--- src/rtl/phy_rdata_buffer_pkg.sv ---
`default_nettype none
// +----------------------------------------------------------------------------+
// | phy_rdata_buffer_pkg                                                       |
// | Shared field widths and the packed FIFO entry layout for the read buffer.  |
// | Revision: 1.0                                                              |
// +----------------------------------------------------------------------------+
package phy_rdata_buffer_pkg;

    localparam int c_DATA_W          = 32;
    localparam int c_ID_W            = 16;
    localparam int c_USER_W          = 16;
    localparam int c_RD_SPACE_THRESH = 16;
    localparam int c_ENTRY_W         = 1 + c_USER_W + c_ID_W + c_DATA_W;

    // One FIFO entry; field order fixes the 65-bit {last,user,id,data} layout.
    typedef struct packed {
        logic                  last;
        logic [c_USER_W-1:0]   user;
        logic [c_ID_W-1:0]     id;
        logic [c_DATA_W-1:0]   data;
    } beat_t;

endpackage

`default_nettype wire

--- src/rtl/phy_rdata_buffer_fifo.sv ---
`default_nettype none
// +----------------------------------------------------------------------------+
// | phy_rdata_buffer_fifo                                                      |
// | Show-ahead synchronous FIFO with next-count output and drop-on-full.       |
// | Revision: 1.0                                                              |
// +----------------------------------------------------------------------------+
module phy_rdata_buffer_fifo #(
    parameter int WIDTH = 65,
    parameter int DEPTH = 64,
    localparam int AW   = $clog2(DEPTH),
    localparam int CW   = AW + 1
) (
    input  logic             clk,
    input  logic             rst,
    input  logic             push,
    input  logic [WIDTH-1:0] push_data,
    input  logic             pop_ready,
    output logic             out_valid,
    output logic [WIDTH-1:0] out_data,
    output logic [CW-1:0]    count_next,
    output logic             drop
);

    logic [WIDTH-1:0] r_mem [DEPTH];
    logic [AW-1:0]    r_wptr;
    logic [AW-1:0]    r_rptr;
    logic [CW-1:0]    r_count;

    logic w_empty;
    logic w_full;
    logic w_pop;
    logic w_accept;

    assign w_empty  = (r_count == '0);
    assign w_full   = (r_count == CW'(DEPTH));
    assign w_pop    = ~w_empty & pop_ready;
    // A pop in the same cycle frees the slot the push needs.
    assign w_accept = push & (~w_full | w_pop);
    assign drop     = push & w_full & ~w_pop;

    assign count_next = r_count + CW'(w_accept) - CW'(w_pop);
    assign out_valid  = ~w_empty;
    assign out_data   = w_empty ? '0 : r_mem[r_rptr];

    always_ff @(posedge clk) begin
        if (rst) begin
            r_wptr  <= '0;
            r_rptr  <= '0;
            r_count <= '0;
        end else begin
            if (w_accept) begin
                r_wptr <= r_wptr + AW'(1);
            end
            if (w_pop) begin
                r_rptr <= r_rptr + AW'(1);
            end
            r_count <= count_next;
        end
    end

    always_ff @(posedge clk) begin
        if (w_accept) begin
            r_mem[r_wptr] <= push_data;
        end
    end

endmodule

`default_nettype wire

--- src/rtl/phy_rdata_buffer.sv ---
`default_nettype none
// +----------------------------------------------------------------------------+
// | phy_rdata_buffer                                                           |
// | Retro-tags the late rlast onto held read beats and streams them via FIFO.  |
// | Revision: 1.0                                                              |
// +----------------------------------------------------------------------------+
module phy_rdata_buffer
    import phy_rdata_buffer_pkg::*;
#(
    parameter int DATA_WIDTH   = 32,
    parameter int FIFO_DEPTH   = 64,
    parameter int SPACE_THRESH = c_RD_SPACE_THRESH
) (
    input  logic                  clk,
    input  logic                  rst,
    input  logic                  i_rvalid,
    input  logic [DATA_WIDTH-1:0] i_rdata,
    input  logic [c_ID_W-1:0]     i_rid,
    input  logic [c_USER_W-1:0]   i_ruser,
    input  logic                  i_rlast,
    output logic                  o_space_ok,
    output logic                  m_axis_tvalid,
    input  logic                  m_axis_tready,
    output logic [DATA_WIDTH-1:0] m_axis_tdata,
    output logic [c_ID_W-1:0]     m_axis_tid,
    output logic [c_USER_W-1:0]   m_axis_tuser,
    output logic                  m_axis_tlast,
    output logic                  o_overflow,
    output logic                  o_orphan_last,
    input  logic                  i_err_clr
);

    localparam int c_CW = $clog2(FIFO_DEPTH) + 1;

    logic                  r_hold_v;
    logic                  r_pend;
    logic [DATA_WIDTH-1:0] r_hold_data;
    logic [c_ID_W-1:0]     r_hold_id;
    logic [c_USER_W-1:0]   r_hold_user;
    logic                  r_space_ok;
    logic                  r_overflow;
    logic                  r_orphan;

    logic                  w_push;
    logic                  w_push_last;
    logic                  w_orphan;
    beat_t                 w_push_beat;
    beat_t                 w_head;
    logic [c_ENTRY_W-1:0]  w_fifo_dout;
    logic [c_CW-1:0]       w_count_next;
    logic [c_CW-1:0]       w_free;
    logic                  w_drop;

    // The held beat leaves when the next beat or an rlast resolves its last bit;
    // a pending (already tagged) beat leaves on the first cycle it can.
    always_comb begin
        w_push      = 1'b0;
        w_push_last = 1'b0;
        w_orphan    = 1'b0;
        if (i_rvalid) begin
            w_push      = r_hold_v;
            w_push_last = r_pend;
        end else if (i_rlast) begin
            w_push      = r_hold_v;
            w_push_last = 1'b1;
            w_orphan    = ~r_hold_v | r_pend;
        end else if (r_hold_v & r_pend) begin
            w_push      = 1'b1;
            w_push_last = 1'b1;
        end
    end

    assign w_push_beat = '{last: w_push_last, user: r_hold_user,
                           id: r_hold_id, data: r_hold_data};

    always_ff @(posedge clk) begin
        if (rst) begin
            r_hold_v    <= 1'b0;
            r_pend      <= 1'b0;
            r_hold_data <= '0;
            r_hold_id   <= '0;
            r_hold_user <= '0;
        end else if (i_rvalid) begin
            r_hold_v    <= 1'b1;
            r_pend      <= i_rlast;
            r_hold_data <= i_rdata;
            r_hold_id   <= i_rid;
            r_hold_user <= i_ruser;
        end else if (w_push) begin
            r_hold_v    <= 1'b0;
            r_pend      <= 1'b0;
        end
    end

    phy_rdata_buffer_fifo #(
        .WIDTH (c_ENTRY_W),
        .DEPTH (FIFO_DEPTH)
    ) u_fifo (
        .clk        (clk),
        .rst        (rst),
        .push       (w_push),
        .push_data  (w_push_beat),
        .pop_ready  (m_axis_tready),
        .out_valid  (m_axis_tvalid),
        .out_data   (w_fifo_dout),
        .count_next (w_count_next),
        .drop       (w_drop)
    );

    assign w_head        = beat_t'(w_fifo_dout);
    assign m_axis_tdata  = w_head.data;
    assign m_axis_tid    = w_head.id;
    assign m_axis_tuser  = w_head.user;
    assign m_axis_tlast  = w_head.last;

    assign w_free = c_CW'(FIFO_DEPTH) - w_count_next;

    // A new error in the same cycle as a clear keeps the flag set.
    always_ff @(posedge clk) begin
        if (rst) begin
            r_space_ok <= 1'b0;
            r_overflow <= 1'b0;
            r_orphan   <= 1'b0;
        end else begin
            r_space_ok <= (w_free >= c_CW'(SPACE_THRESH));
            if (w_drop) begin
                r_overflow <= 1'b1;
            end else if (i_err_clr) begin
                r_overflow <= 1'b0;
            end
            if (w_orphan) begin
                r_orphan <= 1'b1;
            end else if (i_err_clr) begin
                r_orphan <= 1'b0;
            end
        end
    end

    assign o_space_ok    = r_space_ok;
    assign o_overflow    = r_overflow;
    assign o_orphan_last = r_orphan;

endmodule

`default_nettype wire

--- config.mk ---
export PLATFORM = sky130hd
export DESIGN_NAME = phy_rdata_buffer
export DESIGN_NICKNAME = d
export VERILOG_FILES = /design/src/rtl/phy_rdata_buffer_pkg.sv /design/src/rtl/phy_rdata_buffer_fifo.sv /design/src/rtl/phy_rdata_buffer.sv
export SDC_FILE = /design/constraint.sdc
export NUM_CORES = 2
export LEC_CHECK = 0
export CORE_ASPECT_RATIO = 0.7
export CORE_UTILIZATION = 39
export CTS_CLUSTER_SIZE = 14
export DETAILED_ROUTE_END_ITERATION = 8
export HOLD_SLACK_MARGIN = 0.05
export PLACE_DENSITY = 0.59
export SETUP_SLACK_MARGIN = 0.02
export SLEW_MARGIN = 25
export SYNTH_ARGS = -nofsm -noshare
export SYNTH_HDL_FRONTEND = slang
export SYNTH_HIERARCHICAL = 1
export SYNTH_MEMORY_MAX_BITS = 65536
export SYNTH_SLANG_ARGS = --single-unit
--- constraint.sdc ---
create_clock -name clk -period 13.92 [get_ports clk]
set_clock_uncertainty 0.2 [all_clocks]
set_input_delay 2.088 -clock clk [delete_from_list [all_inputs] [get_ports clk]]
set_output_delay 2.088 -clock clk [all_outputs]
set_load 0.02 [all_outputs]
## After elaboration in Yosys (flattened, before gate mapping)

Memories as Yosys holds them, arrays and structs flattened. A register that Yosys moved wholly into a read port is not among the register bits.
Cells that the tools add are included.

| storage, ports and cells | value |
|---|---|
| memory bits (writable) | 4,160 |
| word-level logic and storage cells | 52 |
| bits of input ports | 70 |
| register bits | 88 |
| memories kept | 1 |

| operators by class | value |
|---|---|
| magnitude comparators | 1 |
| $add $sub $neg | 5 |
| eq/ne operators | 1 |
| bitwise operators | 11 |
| mux-type cells | 18 |
| reduce and logical (&&, ||, !) cells | 4 |

Memories:

| name | words | width | read ports | clocked after Yosys merged registers in | wr ports | line | source |
|---|---|---|---|---|---|---|---|
| u_fifo.r_mem | 64 | 65 | 1 | 1 | 1 | phy_rdata_buffer_fifo.sv:24 | `logic [WIDTH-1:0] r_mem [DEPTH];` |

Operators with widths:

| operator | count |
|---|---|
| 65-bit two-way mux | 1 |
| 1-bit two-way mux | 15 |
| 6-bit by 1-bit adder with 6-bit output (second input constant) | 2 |
| 6-bit two-way mux | 2 |
| 7-bit by 1-bit adder with 7-bit output | 1 |
| 7-bit == test (second input constant) | 1 |
| 7-bit by 5-bit greater-or-equal comparator with 1-bit output (second input constant) | 1 |
| 7-bit logical NOT | 1 |
| 7-bit by 1-bit subtractor with 7-bit output | 1 |
| 7-bit subtractor (first input constant) | 1 |
| 2-bit nonzero test | 3 |
| 1-bit AND | 5 |
| 1-bit inverter | 4 |
| 1-bit bitwise OR | 2 |

## Depth between registers and ports, before layout

| logic depth | value |
|---|---|
| word-level depth | 9 |
| depth in mapped cells | 20 |
| depth with buffers taken out | 18 |

## By module

The synthesis kept the hierarchy.

Modules (own cells, without submodules):

| module | cells each | area an instance (sq um) | times used |
|---|---|---|---|
| phy_rdata_buffer_fifo | 7,842 | 161,827.7 | 1 |
| phy_rdata_buffer | 234 | 2,484.9 | 1 |

## Worst setup path after synthesis

Ideal clock, no wire load.

| timing path | value |
|---|---|
| path type | in2reg |
| start point | input i_rvalid |
| end point | memory u_fifo.r_mem[63][0] (enable) |
| data arrival time | 5.979 ns |
| stages | 7 |
| required time | 13.231 ns |
| buffers on the path | 2 |
| setup slack | 7.253 ns |
| cells stage by stage | buf_4 -> buf_6 -> o31a_1 -> o21ai_1 -> nor2_1 -> nand3_1 -> nor2_1 |

| between the ends | value |
|---|---|
| cells in the longest elaborated chain, start to end | 4 |

Ends and longest elaborated chain:

| element | line | source |
|---|---|---|
| start: declaration | phy_rdata_buffer.sv:16 | `input logic i_rvalid,` |
| 1-bit two-way mux | phy_rdata_buffer.sv:60 | `if (i_rvalid) begin` |
| via w_push | phy_rdata_buffer.sv:44 | `logic w_push;` |
| 1-bit AND | phy_rdata_buffer_fifo.sv:38 | `assign w_accept = push & (~w_full \| w_pop);` |
| 1-bit two-way mux | phy_rdata_buffer_fifo.sv:62 | `if (w_accept) begin` |
| 1-bit two-way mux (not written as such) | phy_rdata_buffer_fifo.sv:63 | `r_mem[r_wptr] <= push_data;` |
| end: declaration | phy_rdata_buffer_fifo.sv:24 |  |

The timed path passes the listed nets, and every way through them passes these cells.

==> run_results.csv <==
group,metric,value,unit
logic_synthesis,synth-adder-area-share,0.09595,%
power,seq_power_share,48.8,%
final_layout,n_fill_cell,35473,
global_route,grt_pass1_wl,695500,um
power,p_clk_share,34.7,%
sta,worst_pin_slew,1.215,ns
logic_synthesis,synth_area_leaders,"edfxtp_1, mux4_2, mux2i_1, dfxtp_1, a211oi_1",
setup_path,crit_top_cell,"buf_4",
logic_synthesis,ys_seq_elements,4254,
sta,layout_setup_ws,5.374,ns
drt,wl_per_cell,36.04,um
logic_synthesis,synth_compound_area_share,3.842,%
placement,place_congestion,0.7893,
clock_tree,post-cts-setup-buffers,0,
setup_path,cp_max_fo,38,
clock_tree,clock_latency,0.95,ns
power,power_density,158.7,nW/um2
clock_tree,clk_pin_slew_worst_paths,0.06,ns
logic_synthesis,synth_commonest_cells,"edfxtp_1, mux2i_1, mux4_2",
placement,preCtsSetupSlack,6.380,ns
sta,setup_tns,0,ns
drt,vias,87467,
floorplanning,core.rowCount,199,
setup_path,slowest_delay,0.76,ns
hold_path,hold_path_class,"flop to flop",
global_route,grt_start_max_net_pins,119,
placement,hpwl,262300,um
setup_path,cp_cell_sequence,"buf_4, buf_4, nand2_4, buf_4, o21ai_0, nor3_1, a211oi_1, o22a_1, clkdlybuf4s50_1",
clock_tree,cts_made_buffers,387,
sta,hold_viol,0,
power,p_int,21.64,mW
sta,max_slew_margin,18.99,%
setup_path,critPathSlowestCell,"dfxtp_4",
setup_path,crit_arrival,6.26,ns
logic_synthesis,seq_area_frac_synth,77.17,%
run,maxCapViolations,0,
logic_synthesis,syn_nets,8158,
clock_tree,numClockSinks,4254,
power,leakage,55.66,nW
floorplanning,start_util,39.16,%
drt,post-route-drc-count,0,
setup_path,required,11.63,ns
sta,setup_viol_count_final,0,
placement,io_buffers,138,
logic_synthesis,synth.largest_area_cell,"edfxtp_1",
power,switching_share,26.10,%
global_route,grt_overflow,0,
clock_tree,cts_resized,0,
global_route,grt_usage,23.65,%
clock_tree,cts_hold_buf,0,
sta,report.final.slew_viol_count,0,
drt,drt_wl_total,515200,um
logic_synthesis,synth_top_cell_area_share,76.03,%
logic_synthesis,synth_flop_cell,"edfxtp_1",
drt,antenna_left,0,
clock_tree,ctsHtreeMaxLevel,5,
logic_synthesis,ys_warn_count,6,
setup_path,critical_path_class,"flop to output pin",
drt,drtIter0Drc,13142,
floorplanning,die_x,777.8,um
logic_synthesis,synth_edf_count,4160,
setup_path,startpoint_type,"flop",
logic_synthesis,synthDistinctLibCells,56,
sta,rsz0062_at_grt,"no",
global_route,antenna_found_initial,21,
drt,vias_per_cell,6.117,
power,irDropWorstVdd,0.1254,mV
setup_path,endpoint_kind,"output pin",
logic_synthesis,synthXorXnorAreaFrac,0.07462,%
clock_tree,cts_root_buffer,"clkbuf_16",
logic_synthesis,synth_top_family_by_area,"multiplexers",
floorplanning,fp.dieH,545.1,um
sta,period_needed,8.546,ns
sta,fin_crit_sh,61.40,%
logic_synthesis,muxShareOfSynthArea,15.21,%
power,combPwrFrac,16.5,%
global_route,grt_pass1_vias,83200,
logic_synthesis,synth_simple_gate_area_share,1.808,%
logic_synthesis,syn_area,164300,um2
floorplanning,ios,139,
placement,dpl_cell_area,172800,um2
logic_synthesis,async_flop_share,0,%
floorplanning,die_area,424000,um2
power,p_switching,7.646,mW
final_layout,synthToLayoutAreaGrowth,12.34,%
logic_synthesis,yosys.cell_count.top_type,"edfxtp_1",
final_layout,drive_above_1_share,17.73,%
status,status,"completed",
drt,first_pass_iters,5,
final_layout,finish.instance_area,184600,um2
sta,clock.fmax,117.0,MHz
logic_synthesis,avgSynthCellArea,20.35,um2
final_layout,fin_util,44.00,%
clock_tree,cts_tree,"done",
logic_synthesis,synth_cells,8076,
clock_tree,clk_path_buf_depth,4,
hold_path,hold_start,"r_hold_id[1]",
setup_path,rr_startpoint,"u_fifo/r_count[5]",
floorplanning,fp.coreArea,419500,um2
final_layout,fin_nets,8458,
## worst paths after layout
| kind | end | cells past startpoint | slack (ns) |
|---|---|---|---|
| max reg2reg | u_fifo/r_mem[45][2] | 10 | 8.57 |
| min | u_fifo/r_mem[12][33] | 0 | 0.26 |
| min reg2reg | u_fifo/r_mem[12][33] | 0 | 0.26 |
| max | m_axis_tid[8] | 9 | 5.37 |
## power groups by stage
stage                     registers [mW]  clock network [mW]  logic, mW
after floorplan                     14.5                   0       3.45
after global placement              14.6                   0       4.79
after detailed placement            14.6                   0       4.81
after CTS                           14.3                10.3       4.83
after global routing                14.3                10.8       5.07
final                               14.3                10.2       4.83
## final cells by class
cell class | count | area [um2] | share of cell area, %
Timing Repair Buffer | 401 | 3685 | 1.996
Clock inverter | 166 | 1314 | 0.7117
Tap cell | 5628 | 7042 | 3.815
Antenna cell | 3 | 7.507 | 0.004067
Inverter | 19 | 78.83 | 0.04270
Sequential cell | 4254 | 127000 | 68.80
Clock buffer | 514 | 10310 | 5.584
Multi-Input combinational cell | 3313 | 35150 | 19.04
## cell usage in the layout (no fill, tap or decap), types with 69 or more instances in the layout
cell             instances
clkbuf_16              392
clkinv_1                77
o22ai_1                189
a22oi_1                128
nor2b_1                 69
buf_4                  238
clkbuf_1               118
nand2_1                 72
nor2_1                 232
o21ai_0                120
clkdlybuf4s50_1        136
mux2i_1               1176
o221ai_1                69
nor3_1                 171
edfxtp_1              4160
mux4_2                 586
a211oi_1               172
## cell families after synthesis
group | count (synthesis)
adders and majority gates | 12
AOI/OAI and AO/OA | 870
DFF | 4254
and+or+nand+nor | 653
xor gates and xnor gates | 14
buffers and inverters | 509
muxes | 1764
## metrics by stage
| step | power [mW] | cells | hold slack (ns) |
|---|---|---|---|
| global placement | 19.36 | 13610 | 0.2552 |
| finish | 29.29 | 14298 | 0.2627 |
| detailed placement | 19.40 | 13611 | 0.2530 |
| global route | 30.13 | 14297 | 0.2760 |
| CTS | 29.42 | 14291 | 0.2674 |
| floorplan | 17.97 | 8076 | 0.2847 |
## worst max-delay path: cells and delay by family, from the launching register on
| kind | cells | cell delay (ns) |
|---|---|---|
| AO/OA/AOI/OAI | 3 | 1.39 |
| buffers and inverters | 4 | 2.48 |
| flip-flops | 1 | 0.76 |
| AND/OR/NAND/NOR | 2 | 0.53 |
## layer usage
| metal | share of wire [%] | GRT usage, % | vias to the layer above |
|---|---|---|---|
| li1 | - | - | 33926 |
| met1 | 41 | 35.10 | 46900 |
| met2 | 44 | 35.14 | 5795 |
| met3 | 12 | 5.169 | 824 |
| met4 | 3.2 | 6.870 | 22 |
| met5 | 0.042 | 0.1351 | - |
## state kept, by name (all words and copies together), names as in the netlist, 6 cells and up, named ones only
signal          count
u_fifo/r_mem     4160
r_hold_data        32
r_hold_id          16
r_hold_user        16
u_fifo/r_count      7
u_fifo/r_rptr       6
u_fifo/r_wptr       6
No activity file was read; power rests on OpenSTA's default activity.
